$ cat src/rtl/uart_rx_path_if.sv
// Serial-line side of the 8N1 receiver: rx pin in, byte/strobe/status out.
// master = receiver, slave = consumer (or bench) driving the pin.
interface uart_rx_path_if;
  logic       uart_rx_i;
  logic [7:0] uart_rx_data_o;
  logic       uart_rx_valid_o;
  logic       uart_rx_ferr_o;
  logic       uart_busy_o;

  modport master (
    input  uart_rx_i,
    output uart_rx_data_o, uart_rx_valid_o, uart_rx_ferr_o, uart_busy_o
  );

  modport slave (
    output uart_rx_i,
    input  uart_rx_data_o, uart_rx_valid_o, uart_rx_ferr_o, uart_busy_o
  );
endinterface

$ cat src/rtl/uart_rx_path.sv
// 8N1 UART receiver, mid-bit sampling, LSB first, framing-error strobe.
// Optional UART_RX_MAJORITY_EN: 3-sample majority vote, decisions one cycle later.
module uart_rx_path #(
  parameter logic [13:0] BAUD_DIV = 14'd10416
) (
  input  logic           clk_i,
  input  logic           rst_n_i,
  uart_rx_path_if.master rx
);

  localparam logic [13:0] HALF = BAUD_DIV >> 1;
`ifdef UART_RX_MAJORITY_EN
  // Deciding one cycle late shifts DATA/STOP entry too, so only START moves.
  localparam logic [13:0] START_AT = HALF;
`else
  localparam logic [13:0] START_AT = HALF - 14'd1;
`endif

  typedef enum logic [1:0] {IDLE, START, DATA, STOP} state_t;

  state_t      state, state_nx;
  logic [1:0]  sync;
  logic        rx_s, rx_d;
  logic [13:0] cnt, cnt_nx;
  logic [2:0]  bit_idx, bit_idx_nx;
  logic [7:0]  shreg, shreg_nx;
  logic [7:0]  data_q, data_nx;
  logic        valid_q, valid_nx;
  logic        ferr_q, ferr_nx;
  logic        samp;

  assign rx_s = sync[1];

  always_ff @(posedge clk_i or negedge rst_n_i) begin
    if (!rst_n_i) begin
      sync <= 2'b11;
      rx_d <= 1'b1;
    end else begin
      sync <= {sync[0], rx.uart_rx_i};
      rx_d <= rx_s;
    end
  end

`ifdef UART_RX_MAJORITY_EN
  logic [1:0] hist;

  always_ff @(posedge clk_i or negedge rst_n_i) begin
    if (!rst_n_i) hist <= 2'b11;
    else          hist <= {hist[0], rx_s};
  end

  assign samp = (hist[1] & hist[0]) | (hist[1] & rx_s) | (hist[0] & rx_s);
`else
  assign samp = rx_s;
`endif

  always_ff @(posedge clk_i or negedge rst_n_i) begin
    if (!rst_n_i) begin
      state   <= IDLE;
      cnt     <= '0;
      bit_idx <= '0;
      shreg   <= '0;
      data_q  <= '0;
      valid_q <= 1'b0;
      ferr_q  <= 1'b0;
    end else begin
      state   <= state_nx;
      cnt     <= cnt_nx;
      bit_idx <= bit_idx_nx;
      shreg   <= shreg_nx;
      data_q  <= data_nx;
      valid_q <= valid_nx;
      ferr_q  <= ferr_nx;
    end
  end

  always_comb begin
    state_nx   = state;
    cnt_nx     = cnt;
    bit_idx_nx = bit_idx;
    shreg_nx   = shreg;
    data_nx    = data_q;
    valid_nx   = 1'b0;
    ferr_nx    = 1'b0;
    // Wrap at BAUD_DIV so each data/stop sample lands one bit period later.
    if (state != IDLE) cnt_nx = (cnt == BAUD_DIV) ? '0 : cnt + 14'd1;
    case (state)
      IDLE: begin
        if (!rx_s && rx_d) begin
          state_nx = START;
          cnt_nx   = '0;
        end
      end
      START: begin
        if (cnt == START_AT) begin
          cnt_nx = '0;
          if (!samp) begin
            state_nx   = DATA;
            bit_idx_nx = '0;
          end else begin
            state_nx = IDLE;
          end
        end
      end
      DATA: begin
        if (cnt == BAUD_DIV) begin
          shreg_nx   = {samp, shreg[7:1]};
          bit_idx_nx = bit_idx + 3'd1;
          if (bit_idx == 3'd7) state_nx = STOP;
        end
      end
      STOP: begin
        if (cnt == BAUD_DIV) begin
          state_nx = IDLE;
          cnt_nx   = '0;
          if (samp) begin
            data_nx  = shreg;
            valid_nx = 1'b1;
          end else begin
            ferr_nx  = 1'b1;
          end
        end
      end
      default: state_nx = IDLE;
    endcase
  end

  assign rx.uart_rx_data_o  = data_q;
  assign rx.uart_rx_valid_o = valid_q;
  assign rx.uart_rx_ferr_o  = ferr_q;
  assign rx.uart_busy_o     = (state != IDLE);

endmodule

$ cat src/flat_wrapper.sv
// flat-port wrapper written by rule: the top's interface ports become plain ports
module uart_rx_path_flat 
#(
  parameter logic [13:0] BAUD_DIV = 14'd10416
)
  (clk_i, rst_n_i, rx_uart_rx_i, rx_uart_rx_data_o, rx_uart_rx_valid_o, rx_uart_rx_ferr_o, rx_uart_busy_o);
  uart_rx_path_if rx_i ();
  input  logic clk_i;
  input  logic rst_n_i;
  input wire logic [$bits(rx_i.uart_rx_i)-1:0] rx_uart_rx_i;
  output wire logic [$bits(rx_i.uart_rx_data_o)-1:0] rx_uart_rx_data_o;
  output wire logic [$bits(rx_i.uart_rx_valid_o)-1:0] rx_uart_rx_valid_o;
  output wire logic [$bits(rx_i.uart_rx_ferr_o)-1:0] rx_uart_rx_ferr_o;
  output wire logic [$bits(rx_i.uart_busy_o)-1:0] rx_uart_busy_o;
  assign rx_i.uart_rx_i = rx_uart_rx_i;
  assign rx_uart_rx_data_o = rx_i.uart_rx_data_o;
  assign rx_uart_rx_valid_o = rx_i.uart_rx_valid_o;
  assign rx_uart_rx_ferr_o = rx_i.uart_rx_ferr_o;
  assign rx_uart_busy_o = rx_i.uart_busy_o;
  uart_rx_path #(.BAUD_DIV(BAUD_DIV)) u_core (.clk_i(clk_i), .rst_n_i(rst_n_i), .rx(rx_i));
endmodule
$ cat config.mk
export PLATFORM = sky130hd
export DESIGN_NAME = uart_rx_path_flat
export DESIGN_NICKNAME = d
export VERILOG_FILES = /design/src/rtl/uart_rx_path_if.sv /design/src/rtl/uart_rx_path.sv /design/src/flat_wrapper.sv
export SDC_FILE = /design/constraint.sdc
export NUM_CORES = 1
export LEC_CHECK = 0
export ABC_AREA = 1
export BUFFER_PORTS_ARGS = -buffer_cell sky130_fd_sc_hd__buf_2
export CORE_MARGIN = 1.5
export CORE_UTILIZATION = 24
export DETAILED_ROUTE_END_ITERATION = 8
export GPL_TIMING_DRIVEN = 0
export PLACE_DENSITY = 0.5
export SYNTH_ARGS = -nofsm -noshare
export SYNTH_HDL_FRONTEND = slang
export SYNTH_SLANG_ARGS = --single-unit
export TNS_END_PERCENT = 1
$ cat constraint.sdc
create_clock -name clk_i -period 1.85 [get_ports clk_i]
set_input_delay 0.2775 -clock clk_i [delete_from_list [all_inputs] [get_ports clk_i]]
set_output_delay 0.2775 -clock clk_i [all_outputs]
set_load 0.02 [all_outputs]
Word-level counts from Yosys, hierarchy flattened
Cells that the tools add are included.

storage, ports and cells
  register bits = 40
  output and inout port bits = 11
  logic and storage cells = 55
  input port bits = 3

operators by class
  muxes and demuxes = 23
  add/sub/neg operators = 2
  eq/ne operators = 12
  reduce and logical (&&, ||, !) cells = 9

operators with widths
  kind                     number
  $mux W14                 5
  $pmux W14 S3             1
  $add A14 B1 Y14 const B  1
  $eq A14 B13 Y1 const B   1
  $eq A14 B14 Y1 const B   1
  $mux W2                  6
  $ne A2 B1 Y1 const B     5
  $mux W3                  3
  $pmux W2 S4              1
  $mux W1                  6
  $pmux W3 S2              1
  $reduce_and A5 Y1        1
  $eq A2 B2 Y1 const B     2
  $reduce_and A4 Y1        1
  $reduce_bool A2 Y1       2
  $add A3 B1 Y3 const B    1
  $eq A3 B3 Y1 const B     1
  $reduce_and A3 Y1        1
  $eq A2 B1 Y1 const B     1
  $logic_not A2 Y1         1
  $ne A2 B2 Y1 const B     1
  $reduce_and A2 Y1        1
  $logic_and A1 B1 Y1      1
  $logic_not A1 Y1         1

Logic depth before layout (Yosys ltp)
Gate-level depths: netlist of the first run.

  depth in word-level cells = 5
  depth in mapped cells = 12
  gate-level depth less buffers = 12

Worst setup path before layout of the first run
No wires, ideal clock.

  kind = register to register
  start point = register u_core.cnt[0]
  end point = register u_core.data_q[6], in the netlist u_core.rx.uart_rx_data_o[6]
  stages on the path, launching flop included = 13
  library setup time = 0.118 ns
  setup slack = 0.274 ns
  clock period less this slack = 1.576 ns
  required time = 1.732 ns
  path buffers = 1
  arrival time = 1.458 ns
  cells stage by stage = dfrtp_1 -> inv_1 -> ha_1 -> nand2_1 -> inv_1 -> nand2_1 -> nor2_1 -> nand2_2 -> inv_2 -> nand3_4 -> buf_6 -> nand2_1 -> o21ai_2

on the way
  word-level cells in the longest chain between the ends = 2

RTL lines
  element                             RTL line             source
  start, declared                     uart_rx_path.sv:24   logic [13:0] cnt, cnt_nx;
  start signal, assigned              uart_rx_path.sv:68   cnt <= cnt_nx;
  $eq A14 B14 Y1                      uart_rx_path.sv:113  if (cnt == BAUD_DIV) begin
  $reduce_and A3 Y1 (no source line)  --
  end signal, assigned                uart_rx_path.sv:71   data_q <= data_nx;
  end, declared                       uart_rx_path.sv:27   logic [7:0] data_q, data_nx;

No other way between the ends.
A chain may end at the register's enable or synchronous reset.

Worst setup path after layout of the first run
  start point = register u_core.cnt[1]
  end point = register u_core.cnt[8]

on the way
  word-level cells in the longest chain between the ends = 5
  elaborated cells on any way between the ends = 9
  those cells by class = 1 x add/sub; 2 x eq/ne; 6 x mux

RTL lines
  element                                                   RTL line                                                     source
  $add A14 B1 Y14 / $eq A14 B14 Y1 (equally long branches)  uart_rx_path.sv:86, uart_rx_path.sv:113
  $mux W14 (2 in a row)                                     uart_rx_path.sv:86                                           if (state != IDLE) cnt_nx = (cnt == BAUD_DIV) ? '0 : cnt + 14'd1;
  $mux W14 (on tied branches)                               uart_rx_path.sv:113, uart_rx_path.sv:89, uart_rx_path.sv:95
  $pmux W14 S3 *                                            uart_rx_path.sv:87                                           case (state)
  named net u_core.cnt_nx[8]                                uart_rx_path.sv:24

Mark *: on every way through the listed nets, which the timed path passes. The rest lies on a longest branch.

==> results of run 1 <==
[cells in the mapped netlist]
cell type   n  share of area (%)
nand2_1    70                 13
dfrtp_1    37                 44
inv_1      31                5.5
nand3_1    17                4.0
o21ai_2    15                6.3
nor2_1     13                2.3
a21oi_1     8                1.9
nand4_1     7                2.1
xor2_1      7                2.9
nor2_2      5                1.5
ha_1        4                2.4
nor3_1      4               0.95
dfstp_2     3                3.8
inv_2       3               0.54
xnor2_1     3                1.3
buf_4       2               0.71
buf_6       2                1.1
nand2_2     2               0.60
nand3b_1    2               0.71
o21ai_0     2               0.48
a21boi_0    1               0.36
a21boi_1    1               0.36
a21oi_4     1               0.77
buf_2       1               0.24
nand3_2     1               0.48
nand3_4     1               0.83
nor3_2      1               0.48
o211ai_1    1               0.36
o21ai_1     1               0.24
or2_1       1               0.30
[how the worst max path moves through the flow]
stage | startpoint | endpoint | slack [ps] | cells past startpoint
global placement | u_core.cnt[0] | u_core.rx.uart_rx_data_o[7] | 50 | 12
global route | u_core.cnt[1] | u_core.cnt[8] | -5 | 12
finish | u_core.cnt[1] | u_core.cnt[8] | 130 | 12
CTS | u_core.cnt[0] | u_core.rx.uart_rx_data_o[7] | 8 | 12
detailed placement | u_core.cnt[0] | u_core.rx.uart_rx_data_o[7] | 20 | 12
floorplan | u_core.cnt[0] | u_core.rx.uart_rx_data_o[6] | 270 | 12
[power breakdown]
| group | switching, mW | internal [mW] |
|---|---|---|
| Sequential | 0.0573 | 0.933 |
| Clock | 0.313 | 0.539 |
| Combinational | 0.477 | 0.255 |
| Total | 0.847 | 1.73 |
[cells by family (layout without fill, tap and decap cells)]
| logic type | after synthesis | after routing |
|---|---|---|
| buffers and inverters | 39 | 65 |
| DFF | 40 | 40 |
| xor gates and xnor gates | 10 | 10 |
| adders and majority gates | 4 | 4 |
| AOI/OAI and AO/OA | 30 | 30 |
| and+or+nand+nor | 124 | 124 |
[stage by stage]
step | setup WS (ps) | setup TNS (ps) | power [mW]
after floorplan | 274 | 0 | 1.52
after global placement | 53.5 | 0 | 1.70
final | 126 | 0 | 2.57
after CTS | 8.17 | 0 | 2.57
after detailed placement | 16.2 | 0 | 1.71
after global routing | -5.06 | -5.06 | 2.75
[sequential cells by signal, summed over array words and instances (netlist names), named ones only]
name / cells
u_core.shreg: 8
u_core.rx_d: 1
u_core.rx.uart_rx_ferr_o: 1
u_core.bit_idx: 3
u_core.cnt: 14
u_core.state: 1
u_core.rx.uart_rx_valid_o: 1
u_core.sync: 2
u_core.rx.uart_rx_data_o: 8
[cell type report]
type                    count  share of cell area (%)
inverters                  34                    5.09
flip-flops and latches     40                    40.1
plain buffers               5                    1.85
clock inverters             2                    2.40
repair buffers             18                    5.29
well taps                 105                    5.24
clock buffers               6                    2.90
multi-input cells         168                    37.1
[per-layer routing]
layer | up-vias | global-route usage (%)
met2 | 21 | 16.2
li1 | 836 | -
met5 | - | 0
met1 | 759 | 13.2
met4 | 0 | 4.71
met3 | 6 | 1.72
[timing repair]
action	4_1_cts	5_1_grt
setup endpoints to repair	1	21
pin swaps	0	1
setup buffers	0	4
cloned	0	1
gates resized for setup	1	3
==> run_results.csv, run 1 <==
group,metric,value,unit
status,status,"finished clean",
finish,layout_commonest_cell,"nand2_1",
power_and_ir_drop,ir_drop,0.365,mV
logic_synthesis,syn-cell-area,2100,um^2
worst_setup_path,path_max_fanout,4,
finish,fin_util,30.0,%
worst_setup_path,r2r_slack,130,ps
floorplanning,rows,33,
timing,holdWs,82.9,ps
place,dpl-instance-area,2300,um^2
finish,drive_gt1_share,23.8,%
worst_setup_path,slowest_delay,420,ps
detailed_routing,vias_per_cell,4.29,
worst_setup_path,cp_num_buf_inv,4,
detailed_routing,wl_met2,1990,um
floorplanning,start_util,25.2,%
detailed_routing,wl_met3,108,um
logic_synthesis,synth_top_family_by_area,"simple AND/OR/NAND/NOR gates",
logic_synthesis,synth_nets,254,
worst_hold_path,worstHoldStart,"rx_uart_rx_i",
timing,min_period_over_period,93.2,%
clock_tree,cts_tree,"done",
floorplanning,top_level_ports,14,
detailed_routing,wl_per_cell,11.3,um
worst_hold_path,hold_path.class,"in2reg",
finish,nFillCells,900,
detailed_routing,initialDrtViolationCount,132,
worst_setup_path,ff2ff_path_depth,12,
timing,relSlewSlack,40.6,%
logic_synthesis,synth_fa_ha_area_share,2.38,%
detailed_routing,maxUsedRoutingLayer,"met4",
power_and_ir_drop,power_density,1030,nW/um^2
worst_setup_path,worstPathRequired,2050,ps
flow_run,drv_cap,0,
logic_synthesis,synthXorXnorAreaFrac,4.17,%
worst_setup_path,critical_path_class,"reg2reg",
finish,fin_nets,279,
logic_synthesis,postSynthAreaPerCell,8.51,um^2
detailed_routing,routed_wl,4260,um
grt,grt_pass1_vias,1546,
place,dp_cells,365,
clock_tree,clk_pin_slew,80,ps
floorplanning,die_area,9320,um^2
finish,finalInstanceArea,2510,um^2
logic_synthesis,ys_types,30,
timing,clock_skew,10.5,ps
finish,final_cells,378,
detailed_routing,route.detailed.drc,0,
timing,fmax,0.580,GHz
worst_setup_path,slowest_stage,"dfrtp_1",
floorplanning,die_w,96.6,um
worst_hold_path,worstHoldPathCells,1,
worst_setup_path,critPathCaptureType,"flip-flop",
detailed_routing,num_vias,1622,
detailed_routing,firstDrtPassIters,4,
worst_setup_path,critical-path-top-delay-family,"simple AND/OR/NAND/NOR gates",
timing,finalHoldViolCount,0,
timing,tightest_slew,892,ps
place,gp_congestion,0.828,
detailed_routing,ant_nets,0,
finish,final_cell_mix,"70 x nand2_1, 37 x dfrtp_1, 30 x inv_1, 17 x nand3_1, 15 x o21ai_2",
clock_tree,root_buffer,"clkbuf_8",
worst_setup_path,r2r-end,"u_core.cnt[8]",
logic_synthesis,yosysWarnings,0,
clock_tree,clockBufferDepth,2,
finish,syn_to_final_growth,19.3,%
clock_tree,htreeDepth,2,
floorplanning,fp.dieH,96.6,um
timing,fin_crit,1720,ps
detailed_routing,met1_length,2080,um
logic_synthesis,ys_seq_area_share,47.8,%
worst_setup_path,startpoint_type,"flip-flop",
clock_tree,cts_inserted_buffers,5,
grt,grt_usage,10.1,%
worst_setup_path,worstPathArrival,1920,ps
timing,finalSetupViolCount,0,
worst_setup_path,crit_chain,"inv_1 > ha_2 > nand2_1 > inv_1 > nand2_1 > nor2_2 > nand2_2 > a21oi_4 > buf_4 > nand2_1 > nand2_1 > inv_1",
power_and_ir_drop,p_leak,1.23,nW
grt,grt_pass1_wl,7210,um
worst_setup_path,cp_common_cell,"nand2_1",
logic_synthesis,synth-compound-area-share,10.7,%
finish,multi_input_area,931,um^2
clock_tree,cts_hold_buf,0,
worst_setup_path,r2r-start,"u_core.cnt[1]",
floorplanning,core,8340,um^2
grt,grt-ovfl-total,0,
worst_hold_path,hold_end,"u_core.sync[0]",
grt,grt_max_degree,41,
place,place_hpwl,3040,um
logic_synthesis,synthMuxAreaShare,0,%
place,portBuffers,13,
logic_synthesis,synth_seq_cells,40,
finish,layout.area.seq,1000,um^2
logic_synthesis,syn_inst,247,
logic_synthesis,yosys.area_share.simple,26.8,%
finish,antenna_cells,0,
clock_tree,clock_sinks,40,
grt,antenna_found_initial,0,
clock_tree,clock_latency,290,ps
timing,maxSlewViolCount,0,
No activity file was read; power rests on OpenSTA's default activity.
==> inputs of run 2 (changes only) <==
--- a/config.mk
+++ b/config.mk
@@ -5,7 +5,7 @@
 export SDC_FILE = /design/constraint.sdc
 export NUM_CORES = 1
 export LEC_CHECK = 0
-export ABC_AREA = 1
+export ABC_AREA = 0
 export BUFFER_PORTS_ARGS = -buffer_cell sky130_fd_sc_hd__buf_2
 export CORE_MARGIN = 1.5
 export CORE_UTILIZATION = 24
==> run_results.csv, run 2 <==
group,metric,value,unit
status,status,"complete, but fails checks",
status,failed_checks,"negative setup slack",
logic_synthesis,synth_seq_cells,40,
logic_synthesis,synthArstFlopShare,100,%
detailed_routing,route.detailed.drc,0,
power_and_ir_drop,power,2.25,mW
detailed_routing,firstDrtPassIters,4,
detailed_routing,ant_nets,0,
logic_synthesis,yosys.area_share.simple,20.0,%
grt,grt-ovfl-total,0,
logic_synthesis,synth_common_cells,"37 x dfrtp_1, 16 x mux2_4, 15 x nor2_1, 7 x nand4_1, 6 x xor2_1",
timing,finalSetupViolCount,9,
logic_synthesis,yosysWarnings,0,
clock_tree,clock_latency,290,ps
timing,min_period_over_period,101,%
worst_setup_path,worstPathRequired,2030,ps
finish,largest_reg_flops,14,
timing,fmax,0.536,GHz
grt,grt_pass1_vias,1314,
worst_hold_path,hold_path.class,"in2reg",
timing,holdWs,81.8,ps
clock_tree,clock_sinks,40,
logic_synthesis,synth-edff-count,0,
floorplanning,die_w,94.2,um
logic_synthesis,synth_most_common_cell,"dfrtp_1",
worst_setup_path,r2r_slack,-20,ps
grt,grt_pass1_wl,6510,um
finish,fin_nets,189,
grt,grt_usage,9.51,%
finish,regMostFlops,"u_core.cnt",
timing,maxSlewViolCount,0,
timing,worst_slack,-15.3,ps
logic_synthesis,yosys.area.top_type,"dfrtp_1",
finish,antenna_cells,0,
detailed_routing,wl_per_cell,13.2,um
worst_setup_path,critPathCaptureType,"flip-flop",
grt,antenna_found_initial,0,
timing,setup_tns,-66.6,ps
floorplanning,top_level_ports,14,
timing,rsz0062_at_grt,"yes",
logic_synthesis,ys_seq_area_share,50.3,%
power_and_ir_drop,ir_drop,0.306,mV
logic_synthesis,postSynthAreaPerCell,12.5,um^2
floorplanning,core,8130,um^2
clock_tree,clk_pin_slew,80,ps
place,place_hpwl,2510,um
clock_tree,root_buffer,"clkbuf_8",
floorplanning,fp.dieH,94.2,um
detailed_routing,num_vias,1288,
flow_run,drv_cap,0,
worst_setup_path,startpoint_type,"flip-flop",
floorplanning,start_util,24.6,%
floorplanning,die_area,8880,um^2
logic_synthesis,synth-compound-area-share,7.26,%
place,portBuffers,13,
finish,drive_gt1_share,34.4,%
clock_tree,htreeDepth,2,
detailed_routing,initialDrtViolationCount,60,
timing,relSlewSlack,38.9,%
logic_synthesis,syn_inst,160,
grt,grt_max_degree,41,
logic_synthesis,ys_types,47,
timing,clock_skew,8.17,ps
timing,finalHoldViolCount,0,
power_and_ir_drop,power_density,950,nW/um^2
finish,final_cell_mix,"37 x dfrtp_1, 17 x buf_2, 16 x mux2_4, 15 x nor2_1, 7 x nand4_1",
worst_setup_path,worstPathArrival,2050,ps
worst_setup_path,path_max_fanout,8,
clock_tree,cts_tree,"done",
logic_synthesis,synth_top_family_by_area,"simple AND/OR/NAND/NOR gates",
logic_synthesis,yosysTopAreaCellShare,46.3,%
finish,syn_to_final_growth,18.5,%
place,gp_congestion,0.717,
worst_hold_path,worstHoldPathCells,1,
timing,fin_crit,1870,ps
clock_tree,clockBufferDepth,2,
logic_synthesis,synthMuxAreaShare,12.0,%
worst_setup_path,ff2ff_path_depth,6,
worst_hold_path,worstHoldStart,"rx_uart_rx_i",
detailed_routing,vias_per_cell,4.47,
worst_setup_path,r2r-end,"u_core.rx.uart_rx_data_o[5]",
logic_synthesis,synthXorXnorAreaFrac,4.82,%
power_and_ir_drop,p_leak,1.13,nW
floorplanning,rows,33,
logic_synthesis,synth_nets,167,
worst_hold_path,hold_end,"u_core.sync[0]",
logic_synthesis,syn-cell-area,2000,um^2
worst_setup_path,critical_path_class,"reg2reg",
logic_synthesis,synth_fa_ha_area_share,2.50,%
logic_synthesis,synth_area_leaders,"dfrtp_1 46%, mux2_4 12%, dfstp_2 3.9%, nor2_1 2.8%, xor2_1 2.6%",
worst_setup_path,r2r-start,"u_core.cnt[0]",
detailed_routing,routed_wl,3800,um
timing,tightest_slew,916,ps
clock_tree,cts_inserted_buffers,5,
finish,layout_commonest_cell,"dfrtp_1",
logic_synthesis,synthFlopType,"dfrtp_1",
-- run 2: how the worst max path moves through the flow --
stage / start / endpoint / slack, ps / cells after the start
after global placement: u_core.cnt[0] / u_core.cnt[6] / -20 / 7
after CTS: u_core.cnt[3] / u_core.cnt[3] / 3 / 6
final: u_core.cnt[0] / u_core.rx.uart_rx_data_o[5] / -20 / 6
after global routing: u_core.cnt[0] / u_core.rx.uart_rx_data_o[4] / -90 / 6
after floorplan: u_core.cnt[0] / u_core.shreg[0] / 130 / 6
after detailed placement: u_core.cnt[0] / u_core.shreg[0] / -20 / 6
-- run 2: layer usage --
layer | routed length (um) | global-route usage [%] | up-vias
met1 | 1880 | 12.6 | 649
met2 | 1740 | 14.1 | 11
met5 | 0 | 0 | -
li1 | - | - | 623
met3 | 93 | 2.83 | 5
met4 | 81 | 4.48 | 0
-- run 2: repair_timing --
| action | in CTS | in global routing |
|---|---|---|
| pin swaps | 1 | 3 |
| hold buffers | 0 | 0 |
| buffers inserted | 0 | 1 |
| resized for setup | 0 | 10 |
| endpoints found under the setup margin | 8 | 28 |
| endpoints found under the hold margin | 0 | 0 |
| cloned | 0 | 1 |
-- run 2: layout make-up --
type / count / area [um^2]
Clock inverter: 2 / 38.8
Buffer: 7 / 50.0
Fill cell: 832 / 5770
Clock buffer: 6 / 82.6
Tap cell: 105 / 131
Sequential cell: 40 / 1000
Multi-Input combinational cell: 109 / 968
Timing Repair Buffer: 14 / 72.6
Inverter: 5 / 18.8
-- run 2: critical path, cell delays in order (launching register included) --
cell and delay [ps]:
dfrtp_1 420, inv_2 90, ha_4 130, and4bb_2 300, nand4_4 220, nor2_8 270, mux2_4 320
-- run 2: through the flow --
step | instance area, um^2 | utilization (%) | setup WS [ps] | cells
after floorplan | 2000 | - | 127 | 160
after global placement | 2190 | 27.0 | -20.5 | 278
after detailed placement | 2190 | 27.0 | -17.3 | 278
after CTS | 2320 | 28.5 | 3.33 | 286
after global routing | 2370 | 29.1 | -93.8 | 288
final | 2370 | 29.1 | -15.3 | 288
-- run 2: kinds of logic (layout without fill, tap and decap cells) --
family,count (synthesis),after routing
and+or+nand+nor,57,58
DFF,40,40
muxes,16,16
AOI/OAI and AO/OA,20,20
xor gates and xnor gates,11,11
adders and majority gates,4,4
buffers and inverters,12,34
-- run 2: power breakdown --
group / internal (mW) / total, mW / switching [mW]
logic: 0.210 / 0.457 / 0.247
clock network: 0.441 / 0.757 / 0.316
registers: 0.957 / 1.03 / 0.0774
==> inputs of run 3 (changes only) <==
--- a/config.mk
+++ b/config.mk
@@ -8,10 +8,10 @@
 export ABC_AREA = 0
 export BUFFER_PORTS_ARGS = -buffer_cell sky130_fd_sc_hd__buf_2
 export CORE_MARGIN = 1.5
-export CORE_UTILIZATION = 24
+export CORE_UTILIZATION = 41
 export DETAILED_ROUTE_END_ITERATION = 8
 export GPL_TIMING_DRIVEN = 0
-export PLACE_DENSITY = 0.5
+export PLACE_DENSITY = 0.69
 export SYNTH_ARGS = -nofsm -noshare
 export SYNTH_HDL_FRONTEND = slang
 export SYNTH_SLANG_ARGS = --single-unit
==> run_results.csv, run 3 (synthesized netlist as in run 2, its figures left out) <==
group,metric,value,unit
detailed_routing,wl_per_cell,13.7,um
power_and_ir_drop,p_leak,1.16,nW
timing,rsz0062_at_grt,"yes",
power_and_ir_drop,power,2.20,mW
worst_setup_path,path_max_fanout,4,
power_and_ir_drop,ir_drop,0.541,mV
timing,maxSlewViolCount,0,
finish,final_cell_mix,"37 x dfrtp_1, 18 x buf_2, 16 x mux2_4, 15 x nor2_1",
timing,finalSetupViolCount,0,
worst_hold_path,hold_path.class,"in2reg",
worst_setup_path,worstPathRequired,2030,ps
detailed_routing,vias_per_cell,5.21,
grt,grt_pass1_vias,1243,
place,portBuffers,13,
finish,layout.area.seq,1000,um^2
place,dp_cells,240,
floorplanning,core,4720,um^2
grt,grt_pass1_wl,6000,um
clock_tree,root_buffer,"clkbuf_8",
place,gp_congestion,0.760,
finish,multi_input_area,941,um^2
grt,grt_max_degree,41,
power_and_ir_drop,power_density,941,nW/um^2
clock_tree,clock_sinks,40,
finish,syn_to_final_growth,17.1,%
grt,antenna_found_initial,0,
floorplanning,rows,25,
finish,final_cells,256,
timing,worst_slack,25.0,ps
place,post-place-ws,5.60,ps
flow_run,drv_cap,0,
timing,min_period_over_period,98.6,%
floorplanning,die_area,5300,um^2
power_and_ir_drop,p_seq_share,46.5,%
detailed_routing,routed_wl,3520,um
power_and_ir_drop,switching_share,28.7,%
timing,relSlewSlack,41.8,%
finish,drive_gt1_share,34.4,%
clock_tree,clockBufferDepth,2,
status,status,"finished clean",
place,place_hpwl,2320,um
timing,finalHoldViolCount,0,
grt,grt_usage,14.8,%
timing,fmax,0.548,GHz
clock_tree,cts_inserted_buffers,5,
clock_tree,cts_tree,"done",
detailed_routing,num_vias,1333,
power_and_ir_drop,clockPowerShare,33.0,%
worst_hold_path,worstHoldPathCells,1,
worst_setup_path,critPathCaptureType,"flip-flop",
power_and_ir_drop,p_sw,0.631,mW
clock_tree,clock_latency,300,ps
timing,fin_crit,1820,ps
power_and_ir_drop,p_int,1.57,mW
floorplanning,die_w,72.8,um
clock_tree,cts_hold_buf,0,
clock_tree,clk_pin_slew,80,ps
floorplanning,top_level_ports,14,
finish,largest_reg_flops,14,
detailed_routing,initialDrtViolationCount,58,
power_and_ir_drop,p_comb_share,20.5,%
finish,antenna_cells,0,
worst_setup_path,worstPathArrival,2010,ps
worst_setup_path,critical_path_class,"reg2reg",
worst_setup_path,startpoint_type,"flip-flop",
timing,clock_skew,9.79,ps
grt,grt-ovfl-total,0,
finish,layout_commonest_cell,"dfrtp_1",
detailed_routing,firstDrtPassIters,4,
finish,nFillCells,426,
floorplanning,start_util,42.3,%
clock_tree,htreeDepth,2,
detailed_routing,ant_nets,0,
finish,regMostFlops,"u_core.cnt",
detailed_routing,route.detailed.drc,0,
timing,tightest_slew,874,ps
finish,fin_nets,195,
worst_setup_path,ff2ff_path_depth,7,
floorplanning,fp.dieH,72.8,um
[run 3: area by class of cell]
cell class | count | area share [%]
multi-input cells | 108 | 40.2
clock buffers | 5 | 2.94
inverters | 5 | 0.802
repair buffers | 21 | 5.67
clock inverters | 3 | 1.98
well taps | 67 | 3.58
flip-flops and latches | 40 | 42.9
plain buffers | 7 | 1.87
[run 3: what timing repair did]
action | 4_1_cts | 5_1_grt
endpoints found under the setup margin | 12 | 27
gates resized for setup | 0 | 6
setup buffers | 0 | 8
pin swaps | 2 | 1
[run 3: power groups by stage]
stage,Clock [mW],Combinational [mW],Sequential [mW]
after floorplan,0,0.335,1.03
after global placement,0,0.408,1.04
after detailed placement,0,0.416,1.05
after CTS,0.752,0.419,1.03
after global routing,0.795,0.505,1.03
final,0.728,0.451,1.02
[run 3: stage by stage]
step                      cell area [um^2]  TNS, ps  hold slack (ps)  util, %
after floorplan                       2000        0            -18.1        -
after global placement                2150        0              349     45.5
after detailed placement              2150        0              350     45.5
after CTS                             2260    -1.14             64.0     47.9
after global routing                  2340     -274             56.8     49.5
final                                 2340        0             75.5     49.5
[run 3: worst paths after layout]
kind / from / end / slack, ps
max: u_core.cnt[0] / u_core.shreg[1] / 30
min: rx_uart_rx_i / u_core.sync[0] / 80
max reg2reg: u_core.cnt[0] / u_core.shreg[1] / 30
min reg2reg: u_core.sync[0] / u_core.sync[1] / 360
max in group asynchronous: rst_n_i / u_core.bit_idx[1] / 1210
min in group asynchronous: rst_n_i / u_core.shreg[2] / 90
[run 3: worst max-delay path, stage by stage, from the launching register on]
cell,delay (ps)
dfrtp_1,400
inv_1,70
ha_1,140
and4bb_2,300
nand4_4,190
nor2_8,180
buf_6,130
mux2_4,290
[run 3: per-layer routing]
metal  part of all wire [%]  track usage (%)
met1                     50             20.7
met2                     45             21.7
met3                    2.9             3.73
met4                    2.1             6.08
met5                      0                0
